**config.mk**
```make
export PLATFORM = sky130hd
export DESIGN_NAME = sub_pilot_mapper_flat
export DESIGN_NICKNAME = d
export VERILOG_FILES = /design/src/rtl/sub_pilot_mapper_if.sv /design/src/rtl/sub_pilot_mapper.sv /design/src/flat_wrapper.sv
export SDC_FILE = /design/constraint.sdc
export NUM_CORES = 1
export LEC_CHECK = 0
export BUFFER_PORTS_ARGS = -buffer_cell sky130_fd_sc_hd__buf_2
export CAP_MARGIN = 40
export CELL_PAD_IN_SITES_DETAIL_PLACEMENT = 0
export CELL_PAD_IN_SITES_GLOBAL_PLACEMENT = 1
export CORE_UTILIZATION = 35
export CTS_CLUSTER_SIZE = 14
export DETAILED_ROUTE_END_ITERATION = 7
export PLACE_DENSITY = 0.75
export SLEW_MARGIN = 20
export SYNTH_ARGS = -nofsm -noshare
export SYNTH_HDL_FRONTEND = slang
export SYNTH_SLANG_ARGS = --single-unit
```
**constraint.sdc**
```tcl
create_clock -name clk -period 1.9 [get_ports clk]
set_clock_uncertainty 0.05 [all_clocks]
set_input_delay 0.19 -clock clk [delete_from_list [all_inputs] [get_ports clk]]
set_output_delay 0.19 -clock clk [all_outputs]
set_load 0.02 [all_outputs]
```
**src/rtl/sub_pilot_mapper_if.sv**
```systemverilog
// Stream interface of the Tx subcarrier mapper: QAM data in, tagged subcarriers out.
// Both sides use valid/ready: a beat transfers on the rising clk edge where valid and ready are both high,
// and the source holds valid and its payload stable until then. Ready may depend on the sink's state.
interface sub_pilot_mapper_if #(
  parameter int FFT_DEPTH = 12
);
  logic                        en;
  logic                        ival;
  logic                        iready;
  logic signed [FFT_DEPTH-1:0] idata_i;
  logic signed [FFT_DEPTH-1:0] idata_q;
  logic                        ordy;
  logic                        oval;
  logic                        osop;
  logic                        oeop;
  logic [1:0]                  oindex;
  logic signed [FFT_DEPTH-1:0] osub_i;
  logic signed [FFT_DEPTH-1:0] osub_q;
  logic [15:0]                 osym_cnt;

  modport master (
    output en, ival, idata_i, idata_q, ordy,
    input  iready, oval, osop, oeop, oindex, osub_i, osub_q, osym_cnt
  );

  modport slave (
    input  en, ival, idata_i, idata_q, ordy,
    output iready, oval, osop, oeop, oindex, osub_i, osub_q, osym_cnt
  );
endinterface

```
**src/rtl/sub_pilot_mapper.sv**
```systemverilog
// Tx subcarrier mapper: left guard, N_PILOT x (pilot + STEP_PILOT data), right guard per OFDM symbol.
// Every subcarrier is tagged 0 null / 1 data / 2 pilot; pilot polarity follows PILOT_SEQ, LSB first.
module sub_pilot_mapper #(
  parameter int                 FFT_DEPTH   = 12,
  parameter int                 N_SUB       = 64,
  parameter int                 N_GUARD_L   = 6,
  parameter int                 N_PILOT     = 4,
  parameter int                 STEP_PILOT  = 12,
  parameter int                 LEVEL_PILOT = 2000,
  parameter logic [N_PILOT-1:0] PILOT_SEQ   = 4'b1011
) (
  input  logic                clk,
  input  logic                rst,
  sub_pilot_mapper_if.slave   bus,
  output logic [2:0]          o_dbg_state
);

  localparam int N_GUARD_R = N_SUB - N_GUARD_L - N_PILOT * (STEP_PILOT + 1);
  localparam int SUB_W     = $clog2(N_SUB);
  localparam int DATA_W    = $clog2(STEP_PILOT + 1);
  localparam int PIL_W     = $clog2(N_PILOT + 1);

  localparam logic [2:0] S_IDLE    = 3'd0;
  localparam logic [2:0] S_GUARD_L = 3'd1;
  localparam logic [2:0] S_PILOT   = 3'd2;
  localparam logic [2:0] S_DATA    = 3'd3;
  localparam logic [2:0] S_GUARD_R = 3'd4;
  localparam logic [2:0] S_FIRST   = (N_GUARD_L == 0) ? S_PILOT : S_GUARD_L;

  localparam logic signed [FFT_DEPTH-1:0] P_POS = FFT_DEPTH'(LEVEL_PILOT);
  localparam logic signed [FFT_DEPTH-1:0] P_NEG = -P_POS;

  generate
    if (N_GUARD_L + N_PILOT * (STEP_PILOT + 1) > N_SUB) begin : g_bad_layout
      $error("sub_pilot_mapper: guard + pilot groups exceed N_SUB");
    end
    if (LEVEL_PILOT >= (1 << (FFT_DEPTH - 1))) begin : g_bad_level
      $error("sub_pilot_mapper: LEVEL_PILOT does not fit FFT_DEPTH signed");
    end
  endgenerate

  logic [2:0]                  r_state;
  logic [SUB_W-1:0]            r_sub_cnt;
  logic [DATA_W-1:0]           r_data_cnt;
  logic [PIL_W-1:0]            r_pilot_cnt;
  logic [N_PILOT-1:0]          r_pilot_sr;
  logic                        r_oval;
  logic                        r_osop;
  logic                        r_oeop;
  logic [1:0]                  r_oindex;
  logic signed [FFT_DEPTH-1:0] r_osub_i;
  logic signed [FFT_DEPTH-1:0] r_osub_q;
  logic [15:0]                 r_osym_cnt;

  logic                        w_adv;
  logic                        w_in_data;
  logic                        w_emit;
  logic                        w_data_last;
  logic                        w_groups_done;
  logic                        w_sym_end;
  logic [1:0]                  w_idx;
  logic signed [FFT_DEPTH-1:0] w_i;
  logic signed [FFT_DEPTH-1:0] w_q;

  assign w_adv         = ~r_oval | bus.ordy;
  assign w_in_data     = (r_state == S_DATA);
  assign w_emit        = w_adv & ((r_state == S_GUARD_L) | (r_state == S_PILOT) |
                                  (r_state == S_GUARD_R) | (w_in_data & bus.ival));
  assign w_data_last   = (r_data_cnt == DATA_W'(STEP_PILOT - 1));
  assign w_groups_done = (r_pilot_cnt == PIL_W'(N_PILOT));
  // With no right guard the symbol ends on the last data subcarrier of the last group.
  assign w_sym_end     = w_emit & (((r_state == S_GUARD_R) & (r_sub_cnt == SUB_W'(N_SUB - 1))) |
                                   (w_in_data & w_data_last & w_groups_done & (N_GUARD_R == 0)));

  always_comb begin
    w_idx = 2'd0;
    w_i   = '0;
    w_q   = '0;
    case (r_state)
      S_PILOT: begin
        w_idx = 2'd2;
        w_i   = r_pilot_sr[0] ? P_POS : P_NEG;
        w_q   = r_pilot_sr[0] ? P_POS : P_NEG;
      end
      S_DATA: begin
        w_idx = 2'd1;
        w_i   = bus.idata_i;
        w_q   = bus.idata_q;
      end
      default: ;
    endcase
  end

  always_ff @(posedge clk) begin
    if (rst) begin
      r_state     <= S_IDLE;
      r_sub_cnt   <= '0;
      r_data_cnt  <= '0;
      r_pilot_cnt <= '0;
      r_pilot_sr  <= PILOT_SEQ;
      r_oval      <= 1'b0;
      r_osop      <= 1'b0;
      r_oeop      <= 1'b0;
      r_oindex    <= 2'd0;
      r_osub_i    <= '0;
      r_osub_q    <= '0;
      r_osym_cnt  <= '0;
    end else begin
      if (w_adv) begin
        r_oval <= w_emit;
        r_osop <= w_emit & (r_sub_cnt == '0);
        r_oeop <= w_emit & (r_sub_cnt == SUB_W'(N_SUB - 1));
        if (w_emit) begin
          r_oindex <= w_idx;
          r_osub_i <= w_i;
          r_osub_q <= w_q;
        end
      end
      if (r_oval & r_oeop & bus.ordy) begin
        r_osym_cnt <= r_osym_cnt + 16'd1;
      end

      if (r_state == S_IDLE) begin
        if (bus.en) begin
          r_state     <= S_FIRST;
          r_sub_cnt   <= '0;
          r_data_cnt  <= '0;
          r_pilot_cnt <= '0;
          r_pilot_sr  <= PILOT_SEQ;
        end
      end else if (w_sym_end) begin
        r_state     <= bus.en ? S_FIRST : S_IDLE;
        r_sub_cnt   <= '0;
        r_data_cnt  <= '0;
        r_pilot_cnt <= '0;
        r_pilot_sr  <= PILOT_SEQ;
      end else if (w_emit) begin
        r_sub_cnt <= r_sub_cnt + SUB_W'(1);
        case (r_state)
          S_GUARD_L: begin
            if (r_sub_cnt == SUB_W'(N_GUARD_L - 1)) r_state <= S_PILOT;
          end
          S_PILOT: begin
            r_state     <= S_DATA;
            r_data_cnt  <= '0;
            r_pilot_cnt <= r_pilot_cnt + PIL_W'(1);
            r_pilot_sr  <= r_pilot_sr >> 1;
          end
          S_DATA: begin
            if (w_data_last) begin
              r_data_cnt <= '0;
              r_state    <= w_groups_done ? S_GUARD_R : S_PILOT;
            end else begin
              r_data_cnt <= r_data_cnt + DATA_W'(1);
            end
          end
          default: ;
        endcase
      end
    end
  end

  assign bus.iready   = w_adv & w_in_data;
  assign bus.oval     = r_oval;
  assign bus.osop     = r_osop;
  assign bus.oeop     = r_oeop;
  assign bus.oindex   = r_oindex;
  assign bus.osub_i   = r_osub_i;
  assign bus.osub_q   = r_osub_q;
  assign bus.osym_cnt = r_osym_cnt;
  assign o_dbg_state  = r_state;

endmodule

```
**src/flat_wrapper.sv**
```systemverilog
// flat-port wrapper written by rule: the top's interface ports become plain ports
module sub_pilot_mapper_flat 
#(
  parameter int                 FFT_DEPTH   = 12,
  parameter int                 N_SUB       = 64,
  parameter int                 N_GUARD_L   = 6,
  parameter int                 N_PILOT     = 4,
  parameter int                 STEP_PILOT  = 12,
  parameter int                 LEVEL_PILOT = 2000,
  parameter logic [N_PILOT-1:0] PILOT_SEQ   = 4'b1011
)
  (clk, rst, o_dbg_state, bus_en, bus_ival, bus_idata_i, bus_idata_q, bus_ordy, bus_iready, bus_oval, bus_osop, bus_oeop, bus_oindex, bus_osub_i, bus_osub_q, bus_osym_cnt);
  sub_pilot_mapper_if #(.FFT_DEPTH(FFT_DEPTH)) bus_i ();
  input  logic clk;
  input  logic rst;
  output logic [2:0] o_dbg_state;
  input wire logic [$bits(bus_i.en)-1:0] bus_en;
  input wire logic [$bits(bus_i.ival)-1:0] bus_ival;
  input wire logic [$bits(bus_i.idata_i)-1:0] bus_idata_i;
  input wire logic [$bits(bus_i.idata_q)-1:0] bus_idata_q;
  input wire logic [$bits(bus_i.ordy)-1:0] bus_ordy;
  output wire logic [$bits(bus_i.iready)-1:0] bus_iready;
  output wire logic [$bits(bus_i.oval)-1:0] bus_oval;
  output wire logic [$bits(bus_i.osop)-1:0] bus_osop;
  output wire logic [$bits(bus_i.oeop)-1:0] bus_oeop;
  output wire logic [$bits(bus_i.oindex)-1:0] bus_oindex;
  output wire logic [$bits(bus_i.osub_i)-1:0] bus_osub_i;
  output wire logic [$bits(bus_i.osub_q)-1:0] bus_osub_q;
  output wire logic [$bits(bus_i.osym_cnt)-1:0] bus_osym_cnt;
  assign bus_i.en = bus_en;
  assign bus_i.ival = bus_ival;
  assign bus_i.idata_i = bus_idata_i;
  assign bus_i.idata_q = bus_idata_q;
  assign bus_i.ordy = bus_ordy;
  assign bus_iready = bus_i.iready;
  assign bus_oval = bus_i.oval;
  assign bus_osop = bus_i.osop;
  assign bus_oeop = bus_i.oeop;
  assign bus_oindex = bus_i.oindex;
  assign bus_osub_i = bus_i.osub_i;
  assign bus_osub_q = bus_i.osub_q;
  assign bus_osym_cnt = bus_i.osym_cnt;
  sub_pilot_mapper #(.FFT_DEPTH(FFT_DEPTH), .N_SUB(N_SUB), .N_GUARD_L(N_GUARD_L), .N_PILOT(N_PILOT), .STEP_PILOT(STEP_PILOT), .LEVEL_PILOT(LEVEL_PILOT), .PILOT_SEQ(PILOT_SEQ)) u_core (.clk(clk), .rst(rst), .bus(bus_i), .o_dbg_state(o_dbg_state));
endmodule
```
==> metrics.txt <==
# TYPE chip_impl_metric gauge
chip_impl_info{name="result_of_the_run",value="complete, no violations"} 1
chip_impl_metric{name="grt_util_all_layers",unit="%"} 18.8
chip_impl_metric{name="hold_ws",unit="ns"} 0.0333
chip_impl_metric{name="detail_route.iter0.violations",unit=""} 89
chip_impl_metric{name="post-dp-hpwl",unit="µm"} 5400
chip_impl_info{name="unrepaired_setup_endpoints_after_global_routing",value="false"} 1
chip_impl_metric{name="antenna_diode_instance_count",unit=""} 0
chip_impl_metric{name="post-route-cell-area",unit="µm²"} 3780
chip_impl_metric{name="preCtsSetupSlack",unit="ns"} 0.0648
chip_impl_metric{name="worst-endpoint-arrival",unit="ns"} 1.93
chip_impl_metric{name="clk_pin_slew_worst_paths",unit="ns"} 0.08
chip_impl_info{name="synth_top_flop_cell",value="dfxtp_1"} 1
chip_impl_metric{name="synth.yosys.warnings",unit=""} 0
chip_impl_metric{name="grt_pass1_wl",unit="µm"} 12900
chip_impl_info{name="min_from",value="bus_idata_q[5]"} 1
chip_impl_metric{name="crit_required",unit="ns"} 2.07
chip_impl_metric{name="floorplan.die_area",unit="µm²"} 8670
chip_impl_metric{name="ios",unit=""} 78
chip_impl_info{name="layout_commonest_cell",value="buf_2"} 1
chip_impl_metric{name="power_density",unit="nW/µm²"} 928
chip_impl_metric{name="p_total",unit="mW"} 3.51
chip_impl_metric{name="vias_per_cell",unit=""} 5.19
chip_impl_metric{name="antenna_found_initial",unit=""} 0
chip_impl_metric{name="maxCapViolations",unit=""} 0
chip_impl_info{name="most-common-layout-cells",value="77 x buf_2, 63 x dfxtp_1, 43 x nor2_1, 32 x a21oi_1, 21 x buf_4"} 1
chip_impl_metric{name="synth_seq_area_share",unit="%"} 44.8
chip_impl_metric{name="grt_pass1_vias",unit=""} 2640
chip_impl_metric{name="grt_util_met1",unit="%"} 23.4
chip_impl_metric{name="post-route-period-util",unit="%"} 92.9
chip_impl_metric{name="initial_utilization",unit="%"} 36.8
chip_impl_metric{name="finish.cell_count_without_fillers",unit=""} 534
chip_impl_metric{name="regToRegSetupSlack",unit="ns"} 0.13
chip_impl_metric{name="hold_viol_final",unit=""} 0
chip_impl_metric{name="max-vdd-ir-drop",unit="V"} 0.000515
chip_impl_metric{name="grt_remaining_overflow",unit=""} 0
chip_impl_metric{name="nNetsFinal",unit=""} 463
chip_impl_metric{name="post_cts_hold_buffer_count",unit=""} 0
chip_impl_metric{name="dp_cells",unit=""} 515
chip_impl_metric{name="leakagePower",unit="nW"} 1.60
chip_impl_metric{name="die_height",unit="µm"} 93.1
chip_impl_info{name="tritoncts",value="built"} 1
chip_impl_metric{name="syn-instance-count",unit=""} 332
chip_impl_metric{name="grt_max_degree",unit=""} 30
chip_impl_metric{name="placement_rows",unit=""} 32
chip_impl_metric{name="fmax",unit="GHz"} 0.566
chip_impl_metric{name="syn-mean-instance-area",unit="µm²"} 8.75
chip_impl_metric{name="final_layout_size_suffix_gt1_share",unit="%"} 30.3
chip_impl_metric{name="clock_sink_count",unit=""} 65
chip_impl_metric{name="via_count",unit=""} 2773
chip_impl_info{name="timing_worst_setup_path_type",value="flop to flop"} 1
chip_impl_info{name="worst_setup_path_start_kind",value="flop"} 1
chip_impl_metric{name="placedInstanceArea",unit="µm²"} 3520
chip_impl_metric{name="final_core_util",unit="%"} 48.0
chip_impl_metric{name="tightest_slew",unit="ns"} 0.547
chip_impl_metric{name="timing.hold.worst_path_depth",unit=""} 3
chip_impl_metric{name="synth_nets",unit=""} 368
chip_impl_metric{name="fillcell_total",unit=""} 790
chip_impl_metric{name="post_synth_num_cell_types",unit=""} 47
chip_impl_metric{name="report.final.slew_viol_count",unit=""} 0
chip_impl_metric{name="drcViolationCount",unit=""} 0
chip_impl_metric{name="first_pass_iters",unit=""} 4
chip_impl_metric{name="maxSlewHeadroom",unit="%"} 63.2
chip_impl_metric{name="reg2reg_depth",unit=""} 7
chip_impl_metric{name="synth_edf_count",unit=""} 0
chip_impl_metric{name="grt_util_met2",unit="%"} 31.4
chip_impl_metric{name="cts-buffers-inserted",unit=""} 9
chip_impl_metric{name="clock_latency",unit="ns"} 0.34
chip_impl_metric{name="cell_area_after_synthesis",unit="µm²"} 2910
chip_impl_info{name="grt_busiest_layer",value="met2"} 1
chip_impl_metric{name="synthArstFlopShare",unit="%"} 0
chip_impl_metric{name="ant_nets",unit=""} 0
chip_impl_metric{name="setup-violations-final",unit=""} 0
chip_impl_metric{name="i_o_buffers",unit=""} 77
chip_impl_metric{name="die-width",unit="µm"} 93.1
chip_impl_metric{name="worstPathMaxFanout",unit=""} 8
chip_impl_metric{name="timing.final.crit_period",unit="ns"} 1.77
chip_impl_info{name="critical_path.endpoint_type",value="flop"} 1
chip_impl_metric{name="gp_congestion",unit=""} 0.826
chip_impl_info{name="hold_path_class",value="input pin to flop"} 1
chip_impl_metric{name="grt_use_met3",unit="%"} 5.20
chip_impl_metric{name="syn2layout_area_growth",unit="%"} 30.2
chip_impl_metric{name="timing.setup.tns",unit="ns"} 0
chip_impl_info{name="r2r_start",value="u_core.o_dbg_state[1]"} 1
chip_impl_metric{name="cts_max_path_buffers",unit=""} 2
chip_impl_metric{name="post_drt_wl_per_cell",unit="µm"} 13.9
chip_impl_metric{name="h_tree_levels",unit=""} 3
chip_impl_metric{name="synth-seq-cells",unit=""} 65
chip_impl_metric{name="floorplan.core_area",unit="µm²"} 7890
chip_impl_info{name="ctsRootBufferMaster",value="clkbuf_8"} 1
chip_impl_info{name="crit-reg2reg-capture",value="u_core.r_data_cnt[3]"} 1
chip_impl_metric{name="postLayoutSetupSlackWorst",unit="ns"} 0.134
chip_impl_metric{name="totalWireLength",unit="µm"} 7410
chip_impl_info{name="min_to",value="u_core.bus.osub_q[5]"} 1
worst max-delay path, cell delays in order, from the launching register on:
cell and delay (ns):
dfxtp_4 0.37, buf_6 0.14, nor4_4 0.35, buf_4 0.19
a22oi_2 0.06, o31ai_1 0.23, buf_4 0.16, o211ai_1 0.09
synthesized netlist by cell type, types with 8 or more instances:
library cell / count / area, µm²
dfxtp_1: 65 / 1300
nor2_1: 44 / 165
a21oi_1: 32 / 160
a22oi_1: 20 / 150
nand2_1: 17 / 63.8
nand3_1: 15 / 75.1
nor3_1: 11 / 55.1
xnor2_1: 10 / 87.6
buf_2: 8 / 40.0
clkbuf_1: 8 / 30.0
nand2b_1: 8 / 50.1
xor2_1: 8 / 70.1
final cells by class:
class                           instances  area, µm²  share of cell area [%]
Clock buffer                            9        124                    3.27
Tap cell                              102        128                    3.37
Multi-Input combinational cell        241       1520                    40.1
Timing Repair Buffer                  102        597                    15.8
Sequential cell                        65       1310                    34.5
Inverter                                8       32.5                   0.860
Clock inverter                          7       77.6                    2.05
repair_timing:
action	CTS	global route
resized for setup	0	11
setup endpoints to repair	0	17
buffers inserted	0	3
cells by family after synthesis:
group                      Yosys count  synth area share [%]
and+or+nand+nor                    131                  23.1
AOI/OAI and AO/OA                   83                  19.2
DFF                                 65                  44.8
buffers and inverters               26                  3.79
xor gates and xnor gates            18                  5.43
adders and majority gates            7                  3.01
muxes                                2                 0.689
power breakdown:
group          total (mW)  internal, mW  switching [mW]
combinational       0.795         0.314           0.481
sequential           1.51          1.45          0.0563
clock                1.21         0.617           0.593
state kept, by name, indices dropped and copies added (netlist names):
name,cells
u_core.o_dbg_state,3
u_core.bus.oeop,1
u_core.bus.osub_i,12
u_core.bus.osub_q,12
u_core.r_pilot_sr,4
u_core.bus.osop,1
u_core.bus.oindex,2
u_core.r_sub_cnt,6
u_core.bus.osym_cnt,16
u_core.r_pilot_cnt,3
u_core.bus.oval,1
u_core.r_data_cnt,4
per-layer routing:
metal	routed length [µm]	share of wire, %
met1	3340	45
met2	3510	47
met3	465	6.3
met4	96	1.3
met5	0	0
worst max path at each step:
stage / depth (start not counted) / to / start / slack, ns
2_1_floorplan: 7 / u_core.r_sub_cnt[1] / u_core.o_dbg_state[0] / 0.03
3_3_place_gp: 6 / u_core.r_sub_cnt[1] / u_core.o_dbg_state[2] / 0.09
3_5_place_dp: 7 / u_core.o_dbg_state[1] / u_core.r_sub_cnt[1] / 0.06
4_1_cts: 6 / u_core.r_sub_cnt[1] / u_core.o_dbg_state[2] / 0.04
5_1_grt: 7 / u_core.r_sub_cnt[1] / u_core.o_dbg_state[2] / 0.001
6_report: 7 / u_core.r_data_cnt[3] / u_core.o_dbg_state[1] / 0.13
No activity file was read; power rests on OpenSTA's default activity.
